==> config.mk <==
export PLATFORM = sky130hd
export DESIGN_NAME = mem_port_arbiter
export DESIGN_NICKNAME = d
export VERILOG_FILES = /design/src/rtl/mem_port_arbiter.sv
export SDC_FILE = /design/constraint.sdc
export NUM_CORES = 1
export LEC_CHECK = 0
export ABC_AREA = 1
export BUFFER_PORTS_ARGS = -buffer_cell sky130_fd_sc_hd__buf_2
export CAP_MARGIN = 15
export CELL_PAD_IN_SITES_DETAIL_PLACEMENT = 1
export CELL_PAD_IN_SITES_GLOBAL_PLACEMENT = 1
export CORE_MARGIN = 3
export CORE_UTILIZATION = 31
export CTS_BUF_LIST = sky130_fd_sc_hd__clkbuf_16
export CTS_CLUSTER_SIZE = 14
export DETAILED_ROUTE_END_ITERATION = 7
export PLACE_DENSITY_LB_ADDON = 0.1
export SLEW_MARGIN = 0
export SYNTH_ARGS = -nofsm -noshare
export SYNTH_HDL_FRONTEND = slang
export SYNTH_SLANG_ARGS = --single-unit
==> constraint.sdc <==
create_clock -name clock_i -period 4.6 [get_ports clock_i]
set_clock_uncertainty 0.2 [all_clocks]
set_input_delay 0 -clock clock_i [delete_from_list [all_inputs] [get_ports clock_i]]
set_output_delay 0 -clock clock_i [all_outputs]
set_load 0.05 [all_outputs]
==> src/rtl/mem_port_arbiter.sv <==
// mem_port_arbiter: shares one memory between loader, data and fetch ports with fair data/fetch arbitration and a watchdog
module mem_port_arbiter #(
  parameter int MAX_DATA_BURST = 4,
  parameter int TIMEOUT        = 64
) (
  input  logic        clock_i,
  input  logic        reset_i,
  input  logic        load_req_i,
  input  logic [0:31] load_addr_i,
  input  logic [0:31] load_wdata_i,
  output logic        load_done_o,
  input  logic        data_req_i,
  input  logic        data_wren_i,
  input  logic        data_byte_i,
  input  logic        data_ubyte_i,
  input  logic [31:0] data_addr_i,
  input  logic [31:0] data_wdata_i,
  input  logic [1:0]  data_acc_size_i,
  output logic        data_done_o,
  input  logic        fetch_req_i,
  input  logic [31:0] fetch_addr_i,
  input  logic [1:0]  fetch_acc_size_i,
  output logic        fetch_done_o,
  output logic [31:0] rdata_o,
  output logic        fetch_stall_o,
  output logic        data_stall_o,
  output logic        mem_enable_o,
  output logic        mem_wren_o,
  output logic        mem_byteOnly_o,
  output logic        mem_ubyte_o,
  output logic [31:0] mem_addr_o,
  output logic [31:0] mem_data_in_o,
  output logic [1:0]  mem_acc_size_o,
  input  logic [31:0] mem_data_out_i,
  input  logic        mem_busy_i,
  output logic        err_timeout_o
);
  localparam int BW = $clog2(MAX_DATA_BURST + 1);
  localparam int WW = $clog2(TIMEOUT + 1);
  localparam logic [BW-1:0] BMAX = BW'(MAX_DATA_BURST);
  localparam logic [WW-1:0] WMAX = WW'(TIMEOUT - 1);

  typedef enum logic {IDLE, ACCESS} state_t;
  typedef enum logic [1:0] {O_LOAD, O_DATA, O_FETCH} owner_t;

  state_t        state_q, state_d;
  owner_t        owner_q, owner_d;
  logic [BW-1:0] burst_q, burst_d;
  logic [WW-1:0] wd_q, wd_d;
  logic          en_q, en_d, wren_q, wren_d, byte_q, byte_d, ubyte_q, ubyte_d;
  logic [31:0]   addr_q, addr_d, wdata_q, wdata_d, rdata_q, rdata_d;
  logic [1:0]    size_q, size_d;
  logic          ldone_q, ldone_d, ddone_q, ddone_d, fdone_q, fdone_d, err_q, err_d;
  logic          idle, data_ok, gl, gd, gf, fin, tmo;

  // grant decode in IDLE and transaction-end decode in ACCESS, giving the next state
  always_comb begin
    idle    = state_q == IDLE;
    data_ok = data_req_i & ~(fetch_req_i & (burst_q == BMAX));
    gl      = idle & load_req_i;
    gd      = idle & ~load_req_i & data_ok;
    gf      = idle & ~load_req_i & ~data_ok & fetch_req_i;
    fin     = ~idle & ~mem_busy_i;
    tmo     = ~idle & mem_busy_i & (wd_q == WMAX);
    state_d = idle ? ((gl | gd | gf) ? ACCESS : IDLE) : ((fin | tmo) ? IDLE : ACCESS);
  end

  // sequencer state register
  always_ff @(posedge clock_i or posedge reset_i)
    if (reset_i) state_q <= IDLE;
    else state_q <= state_d;

  // next values of the memory-side registers, counters, done pulses and read data
  always_comb begin
    owner_d = owner_q;
    burst_d = burst_q;
    wd_d    = wd_q;
    en_d    = en_q;
    wren_d  = wren_q;
    byte_d  = byte_q;
    ubyte_d = ubyte_q;
    addr_d  = addr_q;
    wdata_d = wdata_q;
    size_d  = size_q;
    rdata_d = rdata_q;
    err_d   = err_q;
    ldone_d = 1'b0;
    ddone_d = 1'b0;
    fdone_d = 1'b0;
    if (gl | gd | gf) begin
      owner_d = gl ? O_LOAD : gd ? O_DATA : O_FETCH;
      en_d    = 1'b1;
      wd_d    = '0;
      addr_d  = gl ? load_addr_i : gd ? data_addr_i : fetch_addr_i;
      wdata_d = gl ? load_wdata_i : gd ? data_wdata_i : '0;
      wren_d  = gl | (gd & data_wren_i);
      size_d  = gl ? 2'b00 : gd ? data_acc_size_i : fetch_acc_size_i;
      byte_d  = gd & data_byte_i;
      ubyte_d = gd & data_ubyte_i;
      burst_d = gd ? (fetch_req_i ? ((burst_q == BMAX) ? burst_q : burst_q + 1'b1) : '0) : gf ? '0 : burst_q;
    end else if (fin | tmo) begin
      ldone_d = owner_q == O_LOAD;
      ddone_d = owner_q == O_DATA;
      fdone_d = owner_q == O_FETCH;
      en_d    = 1'b0;
      wren_d  = fin ? 1'b0 : wren_q;
      rdata_d = tmo ? '0 : (wren_q ? rdata_q : mem_data_out_i);
      err_d   = err_q | tmo;
    end else if (!idle) begin
      wd_d = wd_q + 1'b1;
    end
  end

  // datapath registers
  always_ff @(posedge clock_i or posedge reset_i)
    if (reset_i) begin
      owner_q <= O_LOAD;
      burst_q <= '0;
      wd_q    <= '0;
      en_q    <= 1'b0;
      wren_q  <= 1'b0;
      byte_q  <= 1'b0;
      ubyte_q <= 1'b0;
      addr_q  <= '0;
      wdata_q <= '0;
      size_q  <= '0;
      rdata_q <= '0;
      err_q   <= 1'b0;
      ldone_q <= 1'b0;
      ddone_q <= 1'b0;
      fdone_q <= 1'b0;
    end else begin
      owner_q <= owner_d;
      burst_q <= burst_d;
      wd_q    <= wd_d;
      en_q    <= en_d;
      wren_q  <= wren_d;
      byte_q  <= byte_d;
      ubyte_q <= ubyte_d;
      addr_q  <= addr_d;
      wdata_q <= wdata_d;
      size_q  <= size_d;
      rdata_q <= rdata_d;
      err_q   <= err_d;
      ldone_q <= ldone_d;
      ddone_q <= ddone_d;
      fdone_q <= fdone_d;
    end

  assign load_done_o    = ldone_q;
  assign data_done_o    = ddone_q;
  assign fetch_done_o   = fdone_q;
  assign rdata_o        = rdata_q;
  assign fetch_stall_o  = fetch_req_i & ~fdone_q;
  assign data_stall_o   = data_req_i & ~ddone_q;
  assign mem_enable_o   = en_q;
  assign mem_wren_o     = wren_q;
  assign mem_byteOnly_o = byte_q;
  assign mem_ubyte_o    = ubyte_q;
  assign mem_addr_o     = addr_q;
  assign mem_data_in_o  = wdata_q;
  assign mem_acc_size_o = size_q;
  assign err_timeout_o  = err_q;
endmodule

==> impl_metrics.tcl <==
set metrics [dict create \
    status "finished clean" \
    relSlewSlack 0.424 \
    htreeDepth 4 \
    grt_remaining_overflow 0 \
    drive_gt1_frac 0.293 \
    first_pass_iters 4 \
    synthesis.nets 948 \
    ys.flop_type "dfrtp_1" \
    synth_area_mm2 0.00583 \
    maxSlewViolCount 0 \
    ys_seq_area_frac 0.511 \
    combPwrFrac 0.503 \
    num_rows 49 \
    clock_latency_ns 0.40 \
    die_area_mm2 0.0205 \
    worstPathRequired_ns 4.69 \
    initialDrtViolationCount 189 \
    synthAdderAreaFrac 0.00644 \
    worst-r2r-setup-slack_ns 0.73 \
    cap_violations 0 \
    p_leak_nw 5.08 \
    die_y_um 143 \
    clkPwrFrac 0.230 \
    synth_simple_gate_area_frac 0.342 \
    grt_pass1_wl_mm 38.9 \
    grt_pass1_vias 7721 \
    place_inst 1239 \
    synth_area_per_cell_um2 7.88 \
    fmax_mhz 258 \
    synth_compound_gate_area_share 0.0567 \
    syn_to_final_growth_pct 72.0 \
    crit_type "register to register" \
    hp-class "input pin to async pin" \
    vias_per_cell 4.79 \
    synthDistinctLibCells 26 \
    layout.cells.non_filler 1464 \
    p_per_area_mw_per_mm2 630 \
    critPathLaunchType "register" \
    wl_per_cell_um 16.7 \
    yosys.area.top_type "dfrtp_1" \
    vias 7007 \
    synth_top_family_by_area "simple AND/OR/NAND/NOR gates" \
    p_total_mw 6.31 \
    nets 1429 \
    p_sw_mw 2.99 \
    gp_routability_congestion 0.762 \
    async_flop_share 1.00 \
    start_util 0.320 \
    grt_util_all_layers 0.239 \
    fin_crit_sh 0.842 \
    fin_setup_tns_ns 0 \
    internal_power_mw 3.32 \
    cts.path.max_buffers 2 \
    p_sw_frac 0.474 \
    hold_viol_final 0 \
    synthMostInstantiatedCell "nor2_1" \
    cp_max_fo 64 \
    synth.top_cells.by_count "185 x nor2_1, 169 x nand2_1, 119 x dfrtp_1" \
    dieWidth_um 143 \
    tightest_slew_ns 0.861 \
    yosysWarnings 0 \
    rsz0062_at_grt "no" \
    seqPwrFrac 0.267 \
    synth-edff-count 0 \
    finalWirelength_mm 24.4 \
    endpoint_kind "register" \
    post_cts_resize_count 0 \
    synthCells 740 \
    yosys-top-cells-area "dfrtp_1 51%, nor2_1 12%, nand2_1 11%" \
    synth-xor-area-share 0.00902 \
    final_antenna_net_count 0 \
    antenna_found_initial 3 \
    cts_sinks 119 \
    post_cts_buffers 0 \
    pin_count 313 \
    hpwl_mm 14.9 \
    arrival_ns 3.96 \
    cts_buffers 17 \
    cts_tree "done" \
    io_buffers 312 \
    ys_ff_latch 119 \
    ir_drop_mv 0.337 \
    muxShareOfSynthArea 0 \
    path_clk_slew_ns 0.05 \
    layout_min_cycle_time_ns 3.87 \
    setup_viol 0 \
    core_area_mm2 0.0182 \
    clockRootBuffer "clkbuf_16" \
    yosysTopAreaCellShare 0.511 \
    grt_max_degree 65 \
    route.detailed.drc 0 \
]
[per-stage QoR]
step           hold slack, ns  cell area [µm²]  setup WS (ns)  utilization
2_1_floorplan         -0.0671             5830           1.24            -
3_3_place_gp         -0.00613             7470           1.89        0.410
3_5_place_dp         -0.00846             7470           1.79        0.410
4_1_cts                0.0969            10000          0.857        0.551
5_1_grt                 0.129            10000          0.579        0.551
6_report               0.0704            10000          0.729        0.551
[cells by family after synthesis]
group	Yosys count
adder cells (fa/ha/maj)	3
buffers and inverters	93
flip-flops	119
XOR/XNOR	6
AO/OA/AOI/OAI	45
AND/OR/NAND/NOR	474
[power by group through the flow]
stage / sequential, mW / clock [mW] / combinational [mW]
6_report: 1.69 / 1.45 / 3.18
5_1_grt: 1.75 / 1.52 / 3.38
4_1_cts: 1.68 / 1.47 / 3.16
3_5_place_dp: 1.69 / 0 / 2.80
3_3_place_gp: 1.68 / 0 / 2.78
2_1_floorplan: 3.05 / 0 / 0.707
[path summary, 6_finish.rpt]
kind,from,to,cells past startpoint
min in group clock_i,load_wdata_i[16],mem_data_in_o[15],4
worst min-delay path,reset_i,rdata_o[22],3
worst max register to register,state_q,mem_addr_o[8],9
worst min register to register,owner_q[1],data_done_o,1
max in group asynchronous,reset_i,burst_q[1],4
worst max-delay path,state_q,mem_addr_o[8],9
[per-layer routing]
metal	wire [µm]	global-route usage	vias to the layer above
met2	12800	0.437	217
li1	-	-	3351
met1	9500	0.267	3386
met4	699	0.0885	4
met3	1390	0.0603	49
met5	33	0	-
[repair_timing]
| item | CTS | global route |
|---|---|---|
| hold buffers | 192 | 0 |
| endpoints found under the setup margin | 0 | 0 |
| hold endpoints to repair | 164 | 0 |
[worst max-delay path, cell delays in order (launching register included)]
cell and delay (ns):
dfrtp_1 0.47, nor2_4 0.70, o21ai_2 0.19, nand2_2 0.12, buf_4 0.56, nand3_1 0.16
dlygate4sd3_1 0.61, nor2_1 0.09, dlygate4sd3_1 0.58, nor2_1 0.05
[state kept, by name, indices dropped and copies added (netlist names), 2 cells and up]
signal and flops:
burst_q 3, mem_acc_size_o 2, mem_addr_o 32, mem_data_in_o 32, owner_q 2, rdata_o 32
wd_q 7
[layout make-up]
type	instances	area [µm²]
antenna	1	2.50
clock buffer	17	425
clock inverter	15	210
multi-input combinational	528	2420
inverter	44	168
sequential	119	2980
timing repair buffer	511	3540
fill	2246	8180
tap	229	287
[cell usage in the layout (no fill, tap or decap), types with 2 or more instances in the layout]
cell             n
buf_2          312
dlygate4sd3_1  192
nor2_1         184
nand2_1        169
dfrtp_1        119
nand3_1         77
inv_1           41
nand4_1         32
o31ai_1         32
clkbuf_16       17
buf_4            7
o21ai_0          5
xor2_1           5
nor3_1           5
bufinv_16        5
inv_2            4
o21ai_1          3
ha_1             3
clkinvlp_4       3
nor2_4           2
nand3_2          2
nand2_2          2
a22o_1           2
clkinv_1         2
No activity file was read; power rests on OpenSTA's default activity.
